--- config.mk ---
export PLATFORM = sky130hd
export DESIGN_NAME = jump_target_encoder
export DESIGN_NICKNAME = d
export VERILOG_FILES = /design/src/rtl/jump_target_encoder.sv
export SDC_FILE = /design/constraint.sdc
export NUM_CORES = 1
export LEC_CHECK = 0
export ABC_AREA = 1
export BUFFER_PORTS_ARGS = -buffer_cell sky130_fd_sc_hd__buf_2
export CELL_PAD_IN_SITES_DETAIL_PLACEMENT = 1
export CELL_PAD_IN_SITES_GLOBAL_PLACEMENT = 1
export CORE_MARGIN = 5
export CORE_UTILIZATION = 30
export CTS_CLUSTER_DIAMETER = 200
export DETAILED_ROUTE_END_ITERATION = 6
export PLACE_DENSITY = 0.77
export SLEW_MARGIN = 20
export SYNTH_ARGS = -nofsm -noshare
export SYNTH_HDL_FRONTEND = slang
export SYNTH_SLANG_ARGS = --single-unit
--- constraint.sdc ---
create_clock -name clk_i -period 1.6 [get_ports clk_i]
set_input_delay 0.08 -clock clk_i [delete_from_list [all_inputs] [get_ports clk_i]]
set_output_delay 0.08 -clock clk_i [all_outputs]
set_load 0.02 [all_outputs]
--- src/rtl/jump_target_encoder.sv ---
// Purpose: encode a jump target and PC+4 into a j/jal instruction word, flag unencodable targets, queue results.
// Latency: an accepted request reaches the output head one cycle later when the queue was empty.
// Backpressure: in_ready_o drops when the 2-entry queue is full and depends only on registered count.
//
// Ports:
//   clk_i, rst_i (async, active-low), flush_i (synchronous queue clear, highest priority)
//   in_valid_i/in_ready_o with pc4_i, target_i, link_i   : request side
//   out_valid_o/out_ready_i with instr_o, err_align_o,
//   err_region_o                                          : result side, zero when empty
//   err_cnt_o                                             : saturating count of accepted erroneous requests
// Build option: define JUMP_ENC_ERR_CNT_EN to build the error counter; otherwise err_cnt_o is tied to zero.

// Two-entry FIFO with synchronous flush; head data reads zero when empty.
// Latency: a push into an empty FIFO is visible at the head the following cycle.
// Backpressure: push_rdy deasserts at count 2 and never looks at pop_rdy.
module jte_fifo #(
   parameter int W = 34
) (
   input  logic         clk_i,
   input  logic         rst_ni,
   input  logic         flush_i,
   input  logic         push_vld,
   output logic         push_rdy,
   input  logic [W-1:0] push_dat,
   output logic         pop_vld,
   input  logic         pop_rdy,
   output logic [W-1:0] pop_dat
);
   logic [W-1:0] mem_q [2];
   logic [W-1:0] mem_d [2];
   logic         wr_ptr_q, wr_ptr_d;
   logic         rd_ptr_q, rd_ptr_d;
   logic [1:0]   count_q, count_d;
   logic         push, pop;

   assign push_rdy = (count_q != 2'd2);
   assign pop_vld  = (count_q != 2'd0);
   assign push     = push_vld & push_rdy;
   assign pop      = pop_vld & pop_rdy;
   assign pop_dat  = pop_vld ? mem_q[rd_ptr_q] : '0;

   always_comb begin
      mem_d    = mem_q;
      wr_ptr_d = wr_ptr_q;
      rd_ptr_d = rd_ptr_q;
      count_d  = count_q;
      if (flush_i) begin
         // Flush wins over any simultaneous push or pop.
         wr_ptr_d = 1'b0;
         rd_ptr_d = 1'b0;
         count_d  = 2'd0;
      end else begin
         if (push) begin
            mem_d[wr_ptr_q] = push_dat;
            wr_ptr_d        = ~wr_ptr_q;
         end
         if (pop) begin
            rd_ptr_d = ~rd_ptr_q;
         end
         count_d = count_q + {1'b0, push} - {1'b0, pop};
      end
   end

   always_ff @(posedge clk_i or negedge rst_ni) begin
      if (!rst_ni) begin
         mem_q[0] <= '0;
         mem_q[1] <= '0;
         wr_ptr_q <= 1'b0;
         rd_ptr_q <= 1'b0;
         count_q  <= 2'd0;
      end else begin
         mem_q[0] <= mem_d[0];
         mem_q[1] <= mem_d[1];
         wr_ptr_q <= wr_ptr_d;
         rd_ptr_q <= rd_ptr_d;
         count_q  <= count_d;
      end
   end
endmodule

module jump_target_encoder (
   input  logic        clk_i,
   input  logic        rst_i,
   input  logic        flush_i,
   input  logic        in_valid_i,
   output logic        in_ready_o,
   input  logic [31:0] pc4_i,
   input  logic [31:0] target_i,
   input  logic        link_i,
   output logic        out_valid_o,
   input  logic        out_ready_i,
   output logic [31:0] instr_o,
   output logic        err_align_o,
   output logic        err_region_o,
   output logic [7:0]  err_cnt_o
);
   typedef struct packed {
      logic [31:0] instr;
      logic        err_align;
      logic        err_region;
   } entry_t;

   entry_t     push_dat;
   entry_t     head_dat;
   logic [5:0] opcode;
   logic       err_align;
   logic       err_region;

   assign opcode     = link_i ? 6'b000011 : 6'b000010;
   assign err_align  = |target_i[1:0];
   // The 26-bit index can only reach the 256 MB region that PC+4 lives in.
   assign err_region = (target_i[31:28] != pc4_i[31:28]);

   always_comb begin
      push_dat            = '0;
      push_dat.instr      = {opcode, target_i[27:2]};
      push_dat.err_align  = err_align;
      push_dat.err_region = err_region;
   end

   jte_fifo #(.W($bits(entry_t))) u_fifo (
      .clk_i    (clk_i),
      .rst_ni   (rst_i),
      .flush_i  (flush_i),
      .push_vld (in_valid_i),
      .push_rdy (in_ready_o),
      .push_dat (push_dat),
      .pop_vld  (out_valid_o),
      .pop_rdy  (out_ready_i),
      .pop_dat  (head_dat)
   );

   assign instr_o      = head_dat.instr;
   assign err_align_o  = head_dat.err_align;
   assign err_region_o = head_dat.err_region;

`ifdef JUMP_ENC_ERR_CNT_EN
   logic [7:0] err_cnt_q, err_cnt_d;

   // Counts only pushes that actually land; a push dropped by flush is not counted.
   always_comb begin
      err_cnt_d = err_cnt_q;
      if (in_valid_i && in_ready_o && !flush_i && (err_align || err_region)
          && (err_cnt_q != 8'hFF)) begin
         err_cnt_d = err_cnt_q + 8'd1;
      end
   end

   always_ff @(posedge clk_i or negedge rst_i) begin
      if (!rst_i) begin
         err_cnt_q <= 8'h00;
      end else begin
         err_cnt_q <= err_cnt_d;
      end
   end

   assign err_cnt_o = err_cnt_q;
`else
   assign err_cnt_o = 8'h00;
`endif
endmodule

==> results.toml, run 1 <==
[run_status]
status = "finished clean"

[critical_path]
required_ns = 1.85
rr_endpoint = "u_fifo.count_q[1]"
crit_type = "flip-flop to flip-flop"
reg2reg_slack_ns = 0.02
reg2regPathDepth = 8
crit_arrival_ns = 1.83
crit_end = "u_fifo.count_q[1]"
end_kind = "flip-flop"
path_max_fanout = 3
crit_start = "u_fifo.count_q[1]"
r2r_start = "u_fifo.count_q[1]"
critPathLaunchType = "flip-flop"

[yosys]
synth_top_area_frac = 0.521
synthArstFlopShare = 1.00
ys_ff_latch = 64
yosysTopAreaCell = "dfrtp_1"
synth.most_common_cell = "nand2_1"
yosysWarnings = 0
ys_top_cells_by_area = "dfrtp_1 (52%), nand2_1 (17%), o21ai_0 (9.3%), inv_1 (5.3%), a21oi_1 (5.0%)"
synth_common_cells = "nand2_1 (137), dfrtp_1 (64), o21ai_0 (57)"
ys_types = 21
syn_area_per_cell_sq_um = 7.90
synthFlopType = "dfrtp_1"
synth_area_sq_mm = 0.00307
synth.yosys.seq_area_share = 0.521
syn_inst = 389
synth_edf_count = 0

[cells_and_area]
diodes = 0
area_growth_pct = 35.4
fillers = 1231
stdcell_count = 613
design_area_sq_mm = 0.00416
drive_above_1_share = 0.294
layout.nets = 545

[die]
rows = 37
core_sq_mm = 0.0101
io_pins = 114
initial_utilization = 0.303
dieHeight_um = 111
die-area_sq_mm = 0.0124
die_x_um = 111

[route]
drtIter0Drc = 104
vias_per_cell = 4.46
drt-wirelength-per-cell_um = 14.0
vias = 2735
ant_nets = 0
wirelength_um = 8610
drtPass1Iterations = 4
drcViolationCount = 0

[global_routing]
grt_pass1_vias = 2825
antenna_found_initial = 0
gr-total-overflow = 0
grt_pass1_wl_um = 13800
grt_use_met3 = 0.0311
met1_usage = 0.183
track_usage = 0.137
busiest_layer = "met2"
grt_max_degree = 65
met2_usage = 0.223

[worst_hold_path]
hold_class = "input port to flip-flop"
min_path_cells = 3

[place]
gp_congestion = 0.690
post-place-ws_ns = 0.136
dp_hpwl_um = 5260
portBuffers = 73
dp.cells = 582
place_area_sq_mm = 0.00353

[sta]
fmax_mhz = 634
setup_slack_ns = 0.0239
rsz0062_at_grt = "true"
report.final.slew_viol_count = 0
setup_viol = 0
fin_crit_sh = 0.985
finalClockSkew_ns = 0.00538
finalCriticalPeriod_ns = 1.58
hold_violations = 0

[clock_network]
clkSlewWorstSetupHoldPaths_ns = 0.07
clock-sinks = 64
cts_buffer_depth = 2
cts_made_buffers = 9
htreeDepth = 3
cts_tree = "yes"
root_buffer = "clkbuf_8"
insertion_delay_ns = 0.32

[power]
power_w = 0.00767
power_leakage_nw = 2.19
vdd_drop_max_mv = 0.606
power_density_mw_per_mm2 = 1840

[run]
cap_violations = 0
-- layer usage --
layer	wire, um	share of wire	vias up
met4	76	0.0088	0
met3	334	0.039	7
li1	-	-	1354
met5	0	0	-
met2	4180	0.49	56
met1	4020	0.47	1318
-- through the flow --
stage	utilization	setup TNS, ns	hold slack, ns
floorplan	-	0	-0.216
global placement	0.348	0	0.122
detailed placement	0.348	0	0.130
CTS	0.383	0	0.00411
global route	0.411	-0.140	0.00713
finish	0.411	0	0.0182
-- power by group --
part	internal [W]	switching, W	leakage (nW)
clock	0.000834	0.000598	0.108
sequential	0.00233	0.000401	0.788
combinational	0.00154	0.00195	1.30
total	0.00471	0.00295	2.19
-- worst max-delay path, stage by stage (launching register included) --
cell and delay [ns]:
dfrtp_2 0.45, nor2_4 0.20, nor2_1 0.10, ha_1 0.29, inv_1 0.05, ha_1 0.19, nand2_1 0.07, nand2_1 0.05
nor2_1 0.10
-- area by class of cell --
| class | count | area (sq um) | share of cell area |
|---|---|---|---|
| clock inverter | 3 | 40.0 | 0.00962 |
| timing repair buffer | 96 | 796 | 0.191 |
| multi-input combinational | 256 | 1210 | 0.291 |
| sequential | 64 | 1600 | 0.385 |
| tap | 136 | 170 | 0.0409 |
| inverter | 46 | 178 | 0.0427 |
| clock buffer | 12 | 165 | 0.0397 |
-- sequential cells by signal, indices dropped and copies added (netlist names) --
register         cells
u_fifo.wr_ptr_q      1
u_fifo.count_q       2
u_fifo.mem_q        60
u_fifo.rd_ptr_q      1
-- worst min path at each step --
stage / from / end
after CTS: target_i[27] / u_fifo.mem_q[61]
after detailed placement: rst_i / u_fifo.mem_q[59]
after floorplan: rst_i / u_fifo.count_q[0]
after global routing: target_i[26] / u_fifo.mem_q[60]
after global placement: rst_i / u_fifo.mem_q[25]
final: target_i[18] / u_fifo.mem_q[18]
-- layout by cell type, fill, tap and decap left out, types with 2 or more instances in the layout --
| cell type | n |
|---|---|
| dfrtp_1 | 62 |
| dlygate4sd3_1 | 4 |
| dfrtp_2 | 2 |
| a21oi_2 | 21 |
| buf_2 | 49 |
| buf_4 | 29 |
| nand2_1 | 137 |
| clkinv_2 | 2 |
| buf_16 | 2 |
| buf_6 | 2 |
| a21oi_1 | 10 |
| nor2_1 | 8 |
| buf_12 | 7 |
| o21ai_0 | 56 |
| o21ai_1 | 2 |
| clkbuf_8 | 12 |
| inv_1 | 41 |
| clkbuf_16 | 3 |
| conb_1 | 12 |
| ha_1 | 2 |
| inv_2 | 4 |
| nand2_4 | 2 |
-- timing repair --
action / CTS / global route
resized for setup: 15 / 49
endpoints found under the setup margin: 31 / 30
hold endpoints to repair: 67 / 0
pin swaps: 1 / 2
buffers inserted: 1 / 6
gates cloned: 2 / 3
hold buffers: 4 / 0
-- cells by family (layout without fill, tap and decap cells) --
family / count (synthesis) / count (layout) / synth area share
flip-flops: 64 / 64 / 0.521
XOR/XNOR: 1 / 1 / 0.00285
AND/OR/NAND/NOR: 152 / 152 / 0.195
AO/OA/AOI/OAI: 89 / 89 / 0.145
adder cells (fa/ha/maj): 2 / 2 / 0.00814
buffers and inverters: 80 / 157 / 0.127
other: 1 / 12 / 0.00122
(Power assumes the default switching activity.)
==> inputs of run 2 (changes only) <==
- MAX_ROUTING_LAYER: unset -> met4
==> results.toml, run 2 (synthesized netlist as in run 1, its figures left out) <==
[clock_network]
clkSlewWorstSetupHoldPaths_ns = 0.07
root_buffer = "clkbuf_8"
cts_made_buffers = 9
htreeDepth = 3
clock-sinks = 64
insertion_delay_ns = 0.32
cts_tree = "yes"
cts_buffer_depth = 2

[cells_and_area]
diodes = 0
area_growth_pct = 35.4
most-common-layout-cells = "nand2_1 (137), dfrtp_1 (62), o21ai_0 (56)"
largest-register = "u_fifo.mem_q"
layout.nets = 545
largest_reg_flops = 60
stdcell_count = 613
reg.largest.list = "u_fifo.mem_q (60), u_fifo.count_q (2)"
drive_above_1_share = 0.294
fillers = 1230
final_core_util = 0.410
multiInputGateArea_sq_mm = 0.00121
final_common_cell = "nand2_1"
ff_latch_area_sq_mm = 0.00160

[global_routing]
antenna_found_initial = 0
track_usage = 0.141
grt_max_degree = 65
grt_pass1_vias = 2820
gr-total-overflow = 0
grt_pass1_wl_um = 13800

[power]
p_comb_frac = 0.456
p_int_w = 0.00471
pwr-share-clk = 0.187
p_switching_w = 0.00295
power_w = 0.00766
p_seq_frac = 0.357
vdd_drop_max_mv = 0.608
p_sw_frac = 0.386
power_leakage_nw = 2.19
power_density_mw_per_mm2 = 1840

[place]
dp.cells = 582
portBuffers = 73
dp_hpwl_um = 5260
post-place-ws_ns = 0.136
gp_congestion = 0.697

[critical_path]
path_buf_inv = 1
reg2reg_slack_ns = 0.02
end_kind = "flip-flop"
cp_slowest_stage_delay_ns = 0.45
reg2regPathDepth = 8
crit_arrival_ns = 1.83
cpLargestDelayFamily = "simple AND/OR/NAND/NOR gates"
required_ns = 1.85
crit_type = "flip-flop to flip-flop"
crit_chain = "nor2_4 > nor2_1 > ha_1 > inv_1 > ha_1 > nand2_1 > nand2_1 > nor2_1"
cpMaxStageDelayCell = "dfrtp_2"
r2r_start = "u_fifo.count_q[1]"
critPathLaunchType = "flip-flop"
path_max_fanout = 3
crit_start = "u_fifo.count_q[1]"
rr_endpoint = "u_fifo.count_q[1]"

[route]
drtIter0Drc = 125
vias_per_cell = 4.49
drcViolationCount = 0
drt-wirelength-per-cell_um = 14.0
wirelength_um = 8610
ant_nets = 0
vias = 2750
drtPass1Iterations = 4

[die]
initial_utilization = 0.303
die-area_sq_mm = 0.0124
die_x_um = 111
dieHeight_um = 111
rows = 37
core_sq_mm = 0.0101
io_pins = 114

[worst_hold_path]
holdPathEnd = "u_fifo.mem_q[18]"
hold_class = "input port to flip-flop"
min_path_cells = 3
hold_start = "target_i[18]"

[sta]
fmax_mhz = 633
finalClockSkew_ns = 0.00535
report.final.slew_viol_count = 0
setup_viol = 0
finalCriticalPeriod_ns = 1.58
fin_crit_sh = 0.987
setup_slack_ns = 0.0213
tns_ns = 0
rsz0062_at_grt = "true"
hold_violations = 0

[run_status]
status = "finished clean"

[run]
cap_violations = 0
[run 2: cell counts in the layout (fill, tap and decap cells not counted)]
Identical to the previous run, type by type.
[run 2: final cells by class]
cell class / count / area share
flip-flops and latches: 64 / 0.385
multi-input cells: 256 / 0.291
repair buffers: 96 / 0.191
inverters: 46 / 0.0427
well taps: 136 / 0.0409
clock buffers: 12 / 0.0397
clock inverters: 3 / 0.00962
[run 2: worst max path at each step]
| stage | cells past startpoint | end |
|---|---|---|
| 4_1_cts | 5 | instr_o[10] |
| 3_3_place_gp | 6 | instr_o[27] |
| 5_1_grt | 7 | u_fifo.count_q[0] |
| 3_5_place_dp | 6 | instr_o[27] |
| 2_1_floorplan | 7 | u_fifo.count_q[0] |
| 6_report | 8 | u_fifo.count_q[1] |
[run 2: timing repair]
item,CTS,global route
pin swaps,1,2
hold buffers,4,0
hold endpoints to repair,67,0
cloned,2,3
gates resized for setup,15,48
setup endpoints to repair,31,30
setup buffers,1,6
[run 2: worst register-to-register path: stages, from the launching register on]
cell     delay (ns)
dfrtp_2        0.45
nor2_4         0.20
nor2_1         0.10
ha_1           0.29
inv_1          0.05
ha_1           0.19
nand2_1        0.07
nand2_1        0.05
nor2_1         0.10
[run 2: power by group through the flow]
stage,combinational [W],clock [W],sequential (W)
after global routing,0.00387,0.00156,0.00283
after detailed placement,0.00258,0,0.00274
after global placement,0.00248,0,0.00269
after floorplan,0.00181,0,0.00264
after CTS,0.00291,0.00147,0.00273
final,0.00349,0.00143,0.00274
[run 2: layer usage]
metal | up-vias | wire (um) | GRT usage
met4 | 0 | 78 | 0.0438
met5 | - | 0 | -
met2 | 71 | 4160 | 0.223
met3 | 8 | 341 | 0.0273
met1 | 1317 | 4030 | 0.184
li1 | 1354 | - | -
[run 2: stage by stage]
stage / cell area [sq um] / hold WS [ns]
after CTS: 3880 / 0.00411
after detailed placement: 3530 / 0.130
after floorplan: 3120 / -0.216
after global placement: 3530 / 0.122
after global routing: 4160 / 0.00798
final: 4160 / 0.0179
